==> src/rtl/edge_gen_pkg.sv <==
// edge_gen_pkg: shared types and sizing helper for the edge generator
package edge_gen_pkg;
    typedef enum logic [1:0] {LOW, HIGH, LOW_HOLD, HIGH_HOLD} state_t;
    typedef enum logic [1:0] {EDGE_NONE, EDGE_RISE, EDGE_FALL} edge_t;
    function automatic int cnt_width(input int a, input int b);
        int m;
        m = (a > b) ? a : b;
        return (m <= 2) ? 1 : $clog2(m);
    endfunction
endpackage

==> src/rtl/edge_generator_hold_timer.sv <==
// hold_timer: loadable down-counter that stops at zero and flags expiry
module hold_timer #(
    parameter int WIDTH = 2
) (
    input  logic             clk,
    input  logic             rst,
    input  logic             load,
    input  logic [WIDTH-1:0] load_val,
    output logic             expired
);
    logic [WIDTH-1:0] cnt_q, cnt_d;
    always_comb cnt_d = load ? load_val : (cnt_q != '0 ? cnt_q - 1'b1 : cnt_q);
    always_ff @(posedge clk or posedge rst)
        if (rst) cnt_q <= '0;
        else     cnt_q <= cnt_d;
    assign expired = (cnt_q == '0);
endmodule

==> src/rtl/edge_generator.sv <==
// edge_generator: turns rise/fall request pulses into a level with minimum high/low times
module edge_generator
    import edge_gen_pkg::*;
#(
    parameter int MIN_HIGH = 4,
    parameter int MIN_LOW  = 3
) (
    input  logic clk,
    input  logic rst,
    input  logic rise_req,
    input  logic fall_req,
    output logic signal,
    output logic rise,
    output logic fall,
    output logic busy
);
    localparam int CW = cnt_width(MIN_HIGH, MIN_LOW);
    state_t          state_q, state_d;
    edge_t           pend_q, pend_d, req, decision;
    logic            signal_q, signal_d, rise_q, rise_d, fall_q, fall_d, busy_q, busy_d;
    logic            load, expired;
    logic [CW-1:0]   load_val;
    hold_timer #(.WIDTH(CW)) u_timer (
        .clk      (clk),
        .rst      (rst),
        .load     (load),
        .load_val (load_val),
        .expired  (expired)
    );
    always_comb begin
        req      = (rise_req && !fall_req) ? EDGE_RISE : (fall_req && !rise_req) ? EDGE_FALL : EDGE_NONE;
        decision = (req != EDGE_NONE) ? req : pend_q;
        state_d  = state_q;
        pend_d   = pend_q;
        load     = 1'b0;
        load_val = '0;
        rise_d   = 1'b0;
        fall_d   = 1'b0;
        case (state_q)
            LOW: if (req == EDGE_RISE) begin
                state_d  = HIGH_HOLD;
                load     = 1'b1;
                load_val = CW'(MIN_HIGH - 1);
                rise_d   = 1'b1;
            end
            HIGH: if (req == EDGE_FALL) begin
                state_d  = LOW_HOLD;
                load     = 1'b1;
                load_val = CW'(MIN_LOW - 1);
                fall_d   = 1'b1;
            end
            HIGH_HOLD: if (!expired) begin
                pend_d = (req == EDGE_FALL) ? EDGE_FALL : (req == EDGE_RISE) ? EDGE_NONE : pend_q;
            end else begin
                pend_d   = EDGE_NONE;
                state_d  = (decision == EDGE_FALL) ? LOW_HOLD : HIGH;
                load     = (decision == EDGE_FALL);
                load_val = CW'(MIN_LOW - 1);
                fall_d   = (decision == EDGE_FALL);
            end
            LOW_HOLD: if (!expired) begin
                pend_d = (req == EDGE_RISE) ? EDGE_RISE : (req == EDGE_FALL) ? EDGE_NONE : pend_q;
            end else begin
                pend_d   = EDGE_NONE;
                state_d  = (decision == EDGE_RISE) ? HIGH_HOLD : LOW;
                load     = (decision == EDGE_RISE);
                load_val = CW'(MIN_HIGH - 1);
                rise_d   = (decision == EDGE_RISE);
            end
            default: state_d = LOW;
        endcase
        signal_d = (state_d == HIGH) || (state_d == HIGH_HOLD);
        busy_d   = (state_d == HIGH_HOLD) || (state_d == LOW_HOLD);
    end
    always_ff @(posedge clk or posedge rst)
        if (rst) begin
            state_q  <= LOW;
            pend_q   <= EDGE_NONE;
            signal_q <= 1'b0;
            rise_q   <= 1'b0;
            fall_q   <= 1'b0;
            busy_q   <= 1'b0;
        end else begin
            state_q  <= state_d;
            pend_q   <= pend_d;
            signal_q <= signal_d;
            rise_q   <= rise_d;
            fall_q   <= fall_d;
            busy_q   <= busy_d;
        end
    assign signal = signal_q;
    assign rise   = rise_q;
    assign fall   = fall_q;
    assign busy   = busy_q;
endmodule

==> config.mk <==
export PLATFORM = sky130hd
export DESIGN_NAME = edge_generator
export DESIGN_NICKNAME = d
export VERILOG_FILES = /design/src/rtl/edge_gen_pkg.sv /design/src/rtl/edge_generator_hold_timer.sv /design/src/rtl/edge_generator.sv
export SDC_FILE = /design/constraint.sdc
export NUM_CORES = 1
export LEC_CHECK = 0
export ABC_AREA = 1
export BUFFER_PORTS_ARGS = -buffer_cell sky130_fd_sc_hd__buf_2
export CAP_MARGIN = 25
export CORE_AREA = 2 2 39 41
export DETAILED_ROUTE_END_ITERATION = 7
export DIE_AREA = 0 0 41 43
export PLACE_DENSITY = 0.68
export SLEW_MARGIN = 5
export SYNTH_ARGS = -nofsm -noshare
export SYNTH_HDL_FRONTEND = slang
export SYNTH_SLANG_ARGS = --single-unit
export TNS_END_PERCENT = 5
==> constraint.sdc <==
create_clock -name clk -period 3.26 [get_ports clk]
set_clock_uncertainty 0.1 [all_clocks]
set_input_delay 0.163 -clock clk [delete_from_list [all_inputs] [get_ports clk]]
set_output_delay 0.163 -clock clk [all_outputs]
set_load 0.03 [all_outputs]
======== Yosys cells after proc, flatten, opt, wreduce, memory -nomap -nowiden ========
Cells that the tools add are included.
Widths: inputs -> output; s select.
word-level totals
  output and inout port bits .............. 4
  logic and storage cells ................. 64
  register bits ........................... 10
operators by class
  $add $sub $neg .......................... 1
  equal/unequal tests ..................... 12
  muxes and demuxes ....................... 31
  reduce and logical (&&, ||, !) cells .... 13
operators by type and width
  operator             count
  $mux 2               21
  $pmux 2 s4           2
  $eq 2x2->1 const B   6
  $eq 2x1->1 const B   4
  $ne 4x4->1 const B   2
  $reduce_bool 2->1    4
  $logic_not 2->1      2
  $mux 1               4
  $pmux 1 s2           2
  $pmux 1 s4           1
  $pmux 2 s2           1
  $reduce_and 3->1     1
  $logic_and 1x1->1    2
  $logic_not 1->1      2
  $logic_or 1x1->1     2
  $sub 2x1->2 const B  1

======== Logic depth before layout (Yosys ltp) ========
  word-level depth ........................ 12
  gate-level depth with buffers ........... 9

======== Hierarchy ========
A second synthesis with hierarchy kept.
unflattened totals
  cells, all modules ...................... 83
  area total of the unflattened synthesis .. 595.6 um^2
modules (own cells, without submodules)
  module          cells each  times used  area each (um^2)
  edge_generator  65          1           471.7
  hold_timer      18          1           123.9

======== Worst setup path before layout ========
Ideal clock, no wire load.
  path kind ............................... register -> register
  start point ............................. register u_timer.cnt_q[0]
  end point ............................... register u_timer.cnt_q[0]
  library setup time ...................... 0.119 ns
  slack ................................... 1.920 ns
  data required time ...................... 3.041 ns
  arrival time ............................ 1.122 ns
  stages on the path, launching flop included .. 9
  period minus slack after synthesis ...... 1.340 ns
  path buffers ............................ 1
  cell sequence ........................... dfrtp_1 inv_1 ha_1 buf_4 nand2_1 nor2_1 nand3_1 nand2_1 o21a_1
between the ends
  word-level cells in the longest chain between the ends .. 4
  elaborated cells between the ends (all ways) .. 11
  those cells by class .................... 1 x add/sub; 7 x mux; 3 x reduce/logical
ends and longest elaborated chain
  element                                      line                             source
  start: declaration                           edge_generator_hold_timer.sv:11  logic [WIDTH-1:0] cnt_q, cnt_d;
  start signal: assignment                     edge_generator_hold_timer.sv:15  else cnt_q <= cnt_d;
  $logic_not 2->1                              edge_generator_hold_timer.sv:16  assign expired = (cnt_q == '0);
  $mux 2 (tied with other cells)               edge_generator.sv:61             LOW_HOLD: if (!expired) begin
  $pmux 2 s4 or $pmux 1 s4 (tied branches)     edge_generator.sv:39             case (state_q)
  $mux 2 or $reduce_bool 2->1 (tied branches)  n/a
Several ways; a longest one is shown, not always the timed one. The select of a mux whose other input is x is not followed.
A chain may end at the register's enable or synchronous reset.

======== Final worst setup path ========
  start point ............................. register u_timer.cnt_q[0]
  end point ............................... register state_q[1]
between the ends
  word-level cells in the longest chain between the ends .. 3
  elaborated cells between the ends (all ways) .. 4
  those cells by class .................... 3 x mux; 1 x reduce/logical
ends and longest elaborated chain
  element                           line                                        source
  $logic_not 2->1 (*)               edge_generator_hold_timer.sv:16
  $mux 2, on equally long branches  edge_generator.sv:61, edge_generator.sv:52
  $pmux 2 s4 (*)                    edge_generator.sv:39
  net state_d[1]                    edge_generator.sv:18                        state_t state_q, state_d;
  end signal: assignment            edge_generator.sv:84                        state_q <= state_d;
  end: declaration                  edge_generator.sv:18
The timed path passes the listed nets; every way through them passes the cells marked *.

==> metrics <==
initial antenna violation count 0; syn_area_per_cell around 7.4 µm²; antenna viol nets, final 0; cell count after placement 97; Leak roughly 0.36 nW; R2R setup slack ~1.8 ns; Die ar. about 0.0018 mm²; Post-Synth Adder-Cell Area 0.0903; DR vias between 400 and 500; CTS H-Tree Depth 1; Hold Crit Class in -> reg; mux contribution to synthesized area 0; post-synth net total 83; Top delay family on crit path flip-flops; crit-path cells inv_1 > ha_1 > inv_1 > nand2_1 > nand3_1 > a21oi_1 > o21ai_0; Worst Tran Pin Value approximately 0.33 ns; Clock Tree Root clkbuf_4; PD cells 847 mW/mm²; die width about 41 µm; FMAX between 600 and 700 MHz; Layout Area Growth over Synthesis 15.1%; Max transition margin 0.779; CP max stage delay 0.39 ns; Crit-path slowest cell dfrtp_1; max cap viols 0; largest cells by area after synthesis dfrtp_1 (41%), nand2_1 (12%), inv_1 (9.5%), ha_1 (9.0%), nand3_1 (5.4%); area of the multi-input gates 265 µm²; WL per Instance 9.39 µm; worst-skew pair later-pin latency approximately 0.26 ns; post-place instance area between 600 and 700 µm²; post-route cell area 638 µm²; Syn Inst Count between 70 and 80; post-synthesis cell area roughly 550 µm²; largest net degree at the start of global routing 10; Final setup viols 0; # rows 14; Sequential Area around 230 µm²; Yosys top cell area share 0.406; mean number of vias per cell about 4.7; CTS Sinks 9; core area 0.00138 mm²; Yosys cell types 17; starting density of the core 0.401; Synth Area in Compound Gates 0.0903; # IOs 8; final WL 958 µm; CTS Buf Count 3; endpoint type of the worst setup path flip-flop; CP required about 3.3 ns; Residual DRC 0; minimum clock period 1.50 ns; Simple-Gate Fraction of Synth Area 0.282; number of fill cells about 150; Slew Limit Fails 0; Pwr Total 0.540 mW; warning count from the yosys run 0; Reg clk slew, reported paths approximately 0.06 ns; GRT Residual Overflow 0; CP Launch Type flip-flop; Placer Congestion 0.859; vias in the first global route around 440; layout cell share with drive strength beyond 1 0.174; RSZ-0062 raised after global routing false; status complete, no violations; Post-Synth XOR/XNOR Area 0.0158; worst-path fanout max 7; Worst VDD drop about 0.30 mV; first-pass GRT wire length ~1700 µm; First-pass DRT Iterations 4; GRT Util Overall 0.151; Post-Layout Cell Count around 100; TritonCTS clock tree yes; Longest Clk Path Bufs 2; Setup TNS 0 ns; post-synthesis sequential area ratio 0.406; Iteration-0 DRC Markers 15; n_diodes 0; WS Path Type reg -> reg; cts repair resizes 0; post-detail-place hpwl between 700 and 800 µm; worst path arrival time around 1.5 ns; final hold viol count 0; # port buffers 7; final net count between 90 and 100; Buf/Inv on CP 2; Final Cycle Share 0.461; main combinational cell family by area after synthesis simple AND/OR/NAND/NOR gates; Seq cells post-synth 9; Synth area leader dfrtp_1; Die H around 43 µm; CP dominant cell by count inv_1
[registers in the layout (all words and copies together) (netlist names)]
register	flops
rise	1
signal	1
fall	1
pend_q	2
state_q	1
u_timer.cnt_q	2
busy	1
[layout by cell type (no fill, tap or decap), drive strengths merged, types with 3 or more instances in the layout]
cell	count
a21oi	3
buf	7
clkbuf	4
dfrtp	9
ha	4
inv	15
nand2	21
nand3	6
nor2	7
o21ai	3
[area by class of cell]
type | instances | area share
well taps | 16 | 0.0314
inverters | 15 | 0.0882
multi-input cells | 50 | 0.416
flip-flops and latches | 9 | 0.353
clock buffers | 4 | 0.0412
repair buffers | 8 | 0.0706
[logic make-up (layout without fill, tap and decap cells)]
kind of cell / Yosys count / in the layout
AO/OA/AOI/OAI: 9 / 9
XOR/XNOR: 1 / 1
adder cells (fa/ha/maj): 4 / 4
buffers and inverters: 16 / 27
flip-flops: 9 / 9
AND/OR/NAND/NOR: 36 / 36
[Yosys cell counts (all sizes together)]
cell type / n
a21oi: 3
a31oi: 1
buf: 1
dfrtp: 9
ha: 4
inv: 15
nand2: 21
nand3: 6
nand4: 1
nor2: 7
nor3: 1
o21a: 1
o21ai: 3
o22ai: 1
xnor2: 1
[through the flow]
step | hold slack [ns] | setup slack [ns] | util
final | 0.293 | 1.76 | 0.461
after global placement | 0.0308 | 1.82 | 0.435
after floorplan | -0.109 | 1.92 | -
after CTS | 0.301 | 1.75 | 0.461
after detailed placement | 0.0448 | 1.75 | 0.435
after global routing | 0.322 | 1.58 | 0.461
[per-layer routing]
| layer | up-vias | global-route usage | part of all wire |
|---|---|---|---|
| li1 | 255 | - | - |
| met1 | 198 | 0.177 | 0.46 |
| met2 | 18 | 0.200 | 0.44 |
| met3 | 6 | 0.0524 | 0.043 |
| met4 | 0 | 0.140 | 0.056 |
| met5 | - | 0 | 0 |
[report_power, final]
| group | switching [mW] | total [mW] | leakage, nW | internal, mW |
|---|---|---|---|---|
| Combinational | 0.165 | 0.261 | 0.232 | 0.0960 |
| Clock | 0.0366 | 0.0837 | 0.0150 | 0.0470 |
| Sequential | 0.0355 | 0.196 | 0.113 | 0.161 |
[path summary, 6_finish.rpt]
check / start / end / cells after the start
setup / recovery: u_timer.cnt_q[0] / state_q[1] / 7
max in group asynchronous: rst / rise / 3
setup reg to reg: u_timer.cnt_q[0] / state_q[1] / 7
min in group asynchronous: rst / u_timer.cnt_q[1] / 3
hold reg to reg: u_timer.cnt_q[1] / u_timer.cnt_q[1] / 2
hold / removal: rise_req / signal / 4
[tightest hold or removal path, delay by kind of cell]
family                     cells  cell delay [ns]
adders and majority gates      1             0.18
and+or+nand+nor                2             0.19
buffers and inverters          1             0.09
[repair_timing]
item	4_1_cts	5_1_grt
buffers inserted	0	0
hold buffers	1	0
hold endpoints to repair	9	0
(Power assumes the default switching activity.)
